**config.mk**
```make
export PLATFORM = sky130hd
export DESIGN_NAME = alu_issue_stage
export DESIGN_NICKNAME = d
export VERILOG_FILES = /design/src/rtl/alu_issue_stage_pkg.sv /design/src/rtl/alu_ctrl_decode.sv /design/src/rtl/alu_issue_stage.sv
export SDC_FILE = /design/constraint.sdc
export NUM_CORES = 1
export LEC_CHECK = 0
export CAP_MARGIN = 20
export CORE_MARGIN = 10
export CORE_UTILIZATION = 44
export CTS_BUF_LIST = sky130_fd_sc_hd__clkbuf_4 sky130_fd_sc_hd__clkbuf_8 sky130_fd_sc_hd__clkbuf_16
export CTS_CLUSTER_DIAMETER = 60
export DETAILED_ROUTE_END_ITERATION = 8
export PLACE_DENSITY_LB_ADDON = 0.12
export SLEW_MARGIN = 20
export SYNTH_ARGS = -nofsm -noshare
export SYNTH_HDL_FRONTEND = slang
export SYNTH_SLANG_ARGS = --single-unit
```
**constraint.sdc**
```tcl
create_clock -name clk_i -period 2.2 [get_ports clk_i]
set_clock_uncertainty 0.05 [all_clocks]
set_input_delay 0.22 -clock clk_i [delete_from_list [all_inputs] [get_ports clk_i]]
set_output_delay 0.22 -clock clk_i [all_outputs]
set_load 0.005 [all_outputs]
```
**src/rtl/alu_issue_stage_pkg.sv**
```systemverilog
// Shared opcode constants and FSM state type for the ALU issue stage.
package alu_issue_stage_pkg;

  // Operation codes presented to the ALU bit slices.
  localparam logic [2:0] OP_NONE = 3'b000;
  localparam logic [2:0] OP_AND  = 3'b001;
  localparam logic [2:0] OP_OR   = 3'b010;
  localparam logic [2:0] OP_ADD  = 3'b011;
  localparam logic [2:0] OP_SUB  = 3'b100;
  localparam logic [2:0] OP_NOR  = 3'b101;
  localparam logic [2:0] OP_SLT  = 3'b110;

  // Request opcodes arriving from upstream.
  localparam logic [3:0] CTRL_AND = 4'b0000;
  localparam logic [3:0] CTRL_OR  = 4'b0001;
  localparam logic [3:0] CTRL_ADD = 4'b0010;
  localparam logic [3:0] CTRL_SUB = 4'b0110;
  localparam logic [3:0] CTRL_NOR = 4'b1100;
  localparam logic [3:0] CTRL_SLT = 4'b0111;

  typedef enum logic [1:0] {
    ST_IDLE = 2'd0,
    ST_EXEC = 2'd1,
    ST_DONE = 2'd2
  } state_t;

endpackage

```
**src/rtl/alu_ctrl_decode.sv**
```systemverilog
// Combinational translation of a request opcode into ALU slice controls.
module alu_ctrl_decode
  import alu_issue_stage_pkg::*;
(
  input  logic [3:0] aluctrl,
  output logic [2:0] op,
  output logic       ainv,
  output logic       binv,
  output logic       cin,
  output logic       illegal
);

  // Unknown opcodes leave every control at zero and raise the illegal flag.
  always_comb begin
    op      = OP_NONE;
    ainv    = 1'b0;
    binv    = 1'b0;
    cin     = 1'b0;
    illegal = 1'b0;
    case (aluctrl)
      CTRL_AND: op = OP_AND;
      CTRL_OR:  op = OP_OR;
      CTRL_ADD: op = OP_ADD;
      CTRL_SUB: begin
        op   = OP_SUB;
        binv = 1'b1;
        cin  = 1'b1;
      end
      CTRL_NOR: begin
        op   = OP_NOR;
        ainv = 1'b1;
        binv = 1'b1;
      end
      CTRL_SLT: begin
        op   = OP_SLT;
        binv = 1'b1;
        cin  = 1'b1;
      end
      default: illegal = 1'b1;
    endcase
  end

endmodule

```
**src/rtl/alu_issue_stage.sv**
```systemverilog
// Issue stage: latches a request, drives the external ALU array for one
// cycle, then holds the captured result until downstream takes it.
module alu_issue_stage
  import alu_issue_stage_pkg::*;
(
  input  logic        clk_i,
  input  logic        rst_n,
  input  logic        req_valid_i,
  output logic        req_ready_o,
  input  logic [31:0] src1_i,
  input  logic [31:0] src2_i,
  input  logic [3:0]  aluctrl_i,
  output logic [31:0] alu_src1_o,
  output logic [31:0] alu_src2_o,
  output logic [2:0]  alu_op_o,
  output logic        alu_ainv_o,
  output logic        alu_binv_o,
  output logic        alu_cin_o,
  input  logic [31:0] alu_result_i,
  input  logic        alu_ovf_i,
  input  logic        alu_cout_i,
  output logic        res_valid_o,
  input  logic        res_ready_i,
  output logic [31:0] result_o,
  output logic        zero_o,
  output logic        ovf_o,
  output logic        cout_o,
  output logic        err_o
);

  state_t state, next_state;
  logic       accept;
  logic       capture;
  logic [2:0] dec_op;
  logic       dec_ainv;
  logic       dec_binv;
  logic       dec_cin;
  logic       dec_illegal;
  logic       illegal_q;
  logic       carry_op;

  alu_ctrl_decode u_decode (
    .aluctrl (aluctrl_i),
    .op      (dec_op),
    .ainv    (dec_ainv),
    .binv    (dec_binv),
    .cin     (dec_cin),
    .illegal (dec_illegal)
  );

  always_ff @(posedge clk_i or negedge rst_n) begin
    if (!rst_n) state <= ST_IDLE;
    else        state <= next_state;
  end

  always_comb begin
    next_state = state;
    accept     = 1'b0;
    capture    = 1'b0;
    case (state)
      ST_IDLE: begin
        if (req_valid_i) begin
          accept     = 1'b1;
          next_state = ST_EXEC;
        end
      end
      ST_EXEC: begin
        capture    = 1'b1;
        next_state = ST_DONE;
      end
      ST_DONE: begin
        if (res_ready_i) next_state = ST_IDLE;
      end
      default: next_state = ST_IDLE;
    endcase
  end

  assign req_ready_o = (state == ST_IDLE);
  assign res_valid_o = (state == ST_DONE);

  // ALU-facing registers change only on accept, so they stay put through DONE.
  always_ff @(posedge clk_i or negedge rst_n) begin
    if (!rst_n) begin
      alu_src1_o <= '0;
      alu_src2_o <= '0;
      alu_op_o   <= OP_NONE;
      alu_ainv_o <= 1'b0;
      alu_binv_o <= 1'b0;
      alu_cin_o  <= 1'b0;
      illegal_q  <= 1'b0;
    end else if (accept) begin
      alu_src1_o <= src1_i;
      alu_src2_o <= src2_i;
      alu_op_o   <= dec_op;
      alu_ainv_o <= dec_ainv;
      alu_binv_o <= dec_binv;
      alu_cin_o  <= dec_cin;
      illegal_q  <= dec_illegal;
    end
  end

  assign carry_op = (alu_op_o == OP_ADD) || (alu_op_o == OP_SUB);

  // Flags from the MSB slice are only meaningful for arithmetic ops.
  always_ff @(posedge clk_i or negedge rst_n) begin
    if (!rst_n) begin
      result_o <= '0;
      zero_o   <= 1'b0;
      ovf_o    <= 1'b0;
      cout_o   <= 1'b0;
      err_o    <= 1'b0;
    end else if (capture) begin
      if (illegal_q) begin
        result_o <= '0;
        zero_o   <= 1'b1;
        ovf_o    <= 1'b0;
        cout_o   <= 1'b0;
        err_o    <= 1'b1;
      end else begin
        result_o <= alu_result_i;
        zero_o   <= (alu_result_i == 32'd0);
        ovf_o    <= carry_op & alu_ovf_i;
        cout_o   <= carry_op & alu_cout_i;
        err_o    <= 1'b0;
      end
    end
  end

endmodule

```
# Word level (Yosys, flattened, before mapping)
# Index checks and enable logic that the tools add are counted.
[op_classes]
eq_ne = 11
shifts = 0
addsub = 0
muxes = 16
n_div = 0
bitwise_logic = 2
order_cmp = 0
multipliers = 0
reduce_logical = 8
[ops]
columns = ["op", "count"]
rows = [
  ["32-bit logical NOT", 1],
  ["32-bit 2-to-1 mux", 1],
  ["3-bit one-hot mux with 6 select lines", 1],
  ["1-bit 2-to-1 mux", 11],
  ["4-bit by 3-bit equality test with 1-bit output, second input constant", 2],
  ["2-bit one-hot mux with 3 select lines", 1],
  ["6-bit OR reduction", 1],
  ["4-bit by 1-bit equality test with 1-bit output, second input constant", 1],
  ["4-bit by 2-bit equality test with 1-bit output, second input constant", 1],
  ["4-bit equality test, second input constant", 1],
  ["4-bit logical NOT", 1],
  ["2-bit 2-to-1 mux", 2],
  ["3-bit by 2-bit equality test with 1-bit output, second input constant", 1],
  ["3-bit equality test, second input constant", 1],
  ["3-bit OR reduction", 1],
  ["1-bit bitwise AND", 2],
  ["2-bit by 1-bit equality test with 1-bit output, second input constant", 1],
  ["2-bit equality test, second input constant", 1],
  ["2-bit logical NOT", 1],
  ["2-bit by 1-bit != test with 1-bit output, second input constant", 1],
  ["2-bit != test, second input constant", 1],
  ["2-bit AND reduction", 1],
  ["2-bit OR reduction", 1],
  ["1-bit logical OR", 1],
]
[word_totals]
out_inout_bits = 108
in_bits = 106
ramBits = 0
regBits = 109
mem_bits_ro = 0
latchBits = 0
n_memories = 0
elab_cells = 50

# Depth between registers and ports, before layout
[depth]
word_depth = 4
ltp_mapped = 7
depth_no_buf = 5

# Hierarchy
# From an unflattened synthesis, not the netlist that was laid out.
[unflattened]
hier_cells = 336
area_unflattened_um2 = 4783.3
[modules_own_cells]
columns = ["module", "seq_area_each_um2", "area_per_inst_um2", "cells_each", "n_inst"]
rows = [
  ["alu_issue_stage", 2727.6, 4643.2, 320, 1],
  ["alu_ctrl_decode", 0.0, 140.1, 16, 1],
]

# Worst setup path after synthesis
# OpenSTA, ideal clock, no wires.
[synth_path]
path_kind = "reg-to-reg"
from = "register state[1]"
to = "register err_o"
path_slack_ps = 973
stages_incl_launch_ff = 5
n_path_buf = 2
required_ps = 2025
arrival_time_ps = 1051
cell_sequence = "dfrtp_1 -> nand2b_1 -> buf_6 -> buf_6 -> mux2_4"
[synth_between]
elab_chain_cells = 2
[synth_lines]
columns = ["item", "line", "source"]
rows = [
  ["start: declaration", "alu_issue_stage.sv:31", "state_t state, next_state;"],
  ["start signal: assignment", "alu_issue_stage.sv:53", "else state <= next_state;"],
  ["2-bit by 1-bit equality test with 1-bit output", "alu_issue_stage.sv:60", "case (state)"],
  ["1-bit 2-to-1 mux", "alu_issue_stage.sv:60", ""],
  ["end signal: assignment", "alu_issue_stage.sv:111", "err_o <= 1'b0;"],
  ["end signal: assignment", "alu_issue_stage.sv:118", "err_o <= 1'b1;"],
  ["end signal: assignment", "alu_issue_stage.sv:124", "err_o <= 1'b0;"],
  ["end: declaration", "alu_issue_stage.sv:28", "output logic err_o"],
]
# Every way passes these cells.
# A chain may end at the register's enable or synchronous reset.

# Final worst setup path
[layout_path]
from = "register state[1]"
to = "output port req_ready_o"
[layout_between]
elab_chain_cells = 1
[layout_lines]
columns = ["item", "line", "source"]
rows = [
  ["2-bit logical NOT", "alu_issue_stage.sv:78", "assign req_ready_o = (state == ST_IDLE);"],
  ["end: declaration", "alu_issue_stage.sv:9", "output logic req_ready_o,"],
]
# Every way passes these cells.

==> results.ini <==
[outcome]
outcome = finished, final reports clean

[finish]
area_growth_pct = 55.28
fillers = 796
final_cell_mix = 235 x nand2_1, 212 x clkdlybuf4s50_1, 109 x dfrtp_1, 34 x nand2b_1, 28 x o21ai_1
fin_area_um2 = 6868
layout_commonest_cell = nand2_1
layout-drive-gt1-share_pct = 4.783
fin_util_pct = 70.26
n_antenna_cell = 0
instances_no_fill = 823
fin_nets = 791

[timing]
worst_hold_slack_ns = 0.3089
worst-slew-pin-transition_ns = 0.8509
timing.fmax_ghz = 0.5503
fin_ws_ns = 0.3830
setup_viol = 0
finalCritPeriodShare_pct = 82.59
rsz0062_at_grt = false
slew_headroom_pct = 43.27
period_minus_slack_ns = 1.817
hold_viol = 0
fin_tns_setup_ns = 0
slew_violations = 0

[placement]
postPlaceCellArea_um2 = 6663
io_buffers = 213
place_hpwl_um = 10360
gp_congestion = 0.8073
dp_slack_ns = 0.5702
dp.cells = 806

[critical_path]
crit_chain = nor2_2 > clkdlybuf4s50_1
crit_family = buffers and inverters
cp-start-kind = register
worst_setup_path_end_kind = primary output
crit_required_ns = 1.93
critPathKind = register to primary output
critPathBufInv = 1
critical_path.max_stage_delay_ns = 0.58
path_max_fanout = 3
cp.arrival_ns = 1.55
crit_slowest_cell = clkdlybuf4s50_1

[yosys]
ys_ff_latch = 109
synth_area_um2 = 4423
synth_fa_ha_area_share_pct = 0
synthCells = 478
synth_warnings = 0
synth_compound_area_share_pct = 5.743
synth_top_family_by_area = simple AND/OR/NAND/NOR gates
synth.distinct_cells = 30
syn_area_per_cell_um2 = 9.253
synth-simple-area-share_pct = 27.69
yosysTopAreaCell = dfrtp_1
seq_area_frac_synth_pct = 61.67
synthMuxAreaShare_pct = 0.6789
syn_nets = 584
synth_top_area_share_pct = 61.67
yosys.area_share.xor_xnor_pct = 0.1980
ys_top_cells_by_area = dfrtp_1 62%, nand2_1 20%, nand2b_1 5.0%

[clock_network]
cts.reportedPaths.clkPinSlew_ns = 0.09
cts.sinks = 109
tritoncts = done
htree_levels = 3
insertion_delay_ns = 0.36
cts_root_buf = clkbuf_8
cts.path.max_buffers = 2
cts_buffers = 9
cts_resized = 0

[floorplanning]
initial_core_util_pct = 45.25
core-area_um2 = 9774
row_count = 36
die_h_um = 120.3
die-area_um2 = 14460
fp.dieW_um = 120.3
ios = 214

[grt]
antenna_found_initial = 0
grt_max_degree = 55
grt_util_met2_pct = 30.19
grt_util_met3_pct = 7.631
grt_usage_pct = 18.25
use_met1_pct = 20.61
overflow = 0
grt_pass1_vias = 4046
grt_pass1_wl_um = 21330
busiest_layer = met2

[pwr]
vdd_drop_max_v = 0.0006756
p_leak_nw = 3.217
p_total_mw = 8.756
power_density_nw_per_um2 = 1275

[detailed_routing]
vias_per_cell = 4.694
vias = 3863
ant_nets = 0
dr.pass1.iters = 4
drt_iter0_markers = 215
drc = 0
routedWlPerCell_um = 16.24
routed_wirelength_um = 13360

[run]
drv_cap = 0

[hold_path]
worstHoldPathType = input port to async pin

-- Yosys cell counts (all sizes together) --
library cell and number:
a211oi 1, a21o 1, a21oi 2, a22o 3, buf 20, clkbuf 7
dfrtp 109, inv 3, mux2 2, nand2 236, nand2b 35, nand3 2
nand3b 2, nand4 2, nor2 3, nor2b 1, nor3 1, nor3b 1
nor4 8, o211ai 1, o21ai 35, o21bai 1, o31ai 1, xnor2 1
-- flip-flops by register name, summed over array words and instances (netlist names), 2 cells and up --
signal,cells
alu_op_o,3
alu_src1_o,32
alu_src2_o,32
result_o,32
state,2
-- path summary, 6_finish.rpt --
path	start	to	slack [ns]	cells after the start
max in group asynchronous	rst_n	result_o[30]	1.10	3
worst min register to register	alu_src2_o[4]	alu_src2_o[4]	0.43	2
min in group clk_i	src2_i[6]	alu_src2_o[6]	0.33	3
worst max register to register	state[1]	result_o[31]	0.68	3
worst max-delay path	state[1]	req_ready_o	0.38	2
worst min-delay path	rst_n	state[0]	0.31	2
-- layout make-up --
type | count | area, um2 | area share [%]
clock buffer | 11 | 145.1 | 2.113
clock inverter | 5 | 50.05 | 0.7287
inverter | 3 | 11.26 | 0.1640
multi-input combinational | 339 | 1523 | 22.17
sequential | 109 | 2728 | 39.72
tap | 133 | 166.4 | 2.423
timing repair buffer | 223 | 2245 | 32.68
-- what timing repair did --
action / 4_1_cts / 5_1_grt
hold buffers: 1 / 0
hold endpoints to repair: 32 / 0
setup buffers: 0 / 0
-- power breakdown --
| group | total, mW | switching (mW) | internal [mW] |
|---|---|---|---|
| clock network | 1.21 | 0.644 | 0.564 |
| logic | 4.05 | 1.66 | 2.39 |
| registers | 3.50 | 0.565 | 2.94 |
| total | 8.76 | 2.87 | 5.89 |
-- layer usage --
metal | vias to the layer above | wire length, um | share of wire, %
met1 | 1812 | 5368 | 40
met3 | 16 | 1306 | 9.8
met4 | 0 | 258 | 1.9
met5 | - | 0 | 0
met2 | 126 | 6430 | 48
li1 | 1909 | - | -
-- kinds of logic after synthesis --
logic type	Yosys count
AOI/OAI and AO/OA	45
xor gates and xnor gates	1
buffers and inverters	30
DFF	109
muxes	2
and+or+nand+nor	291
No activity file was read; power rests on OpenSTA's default activity.
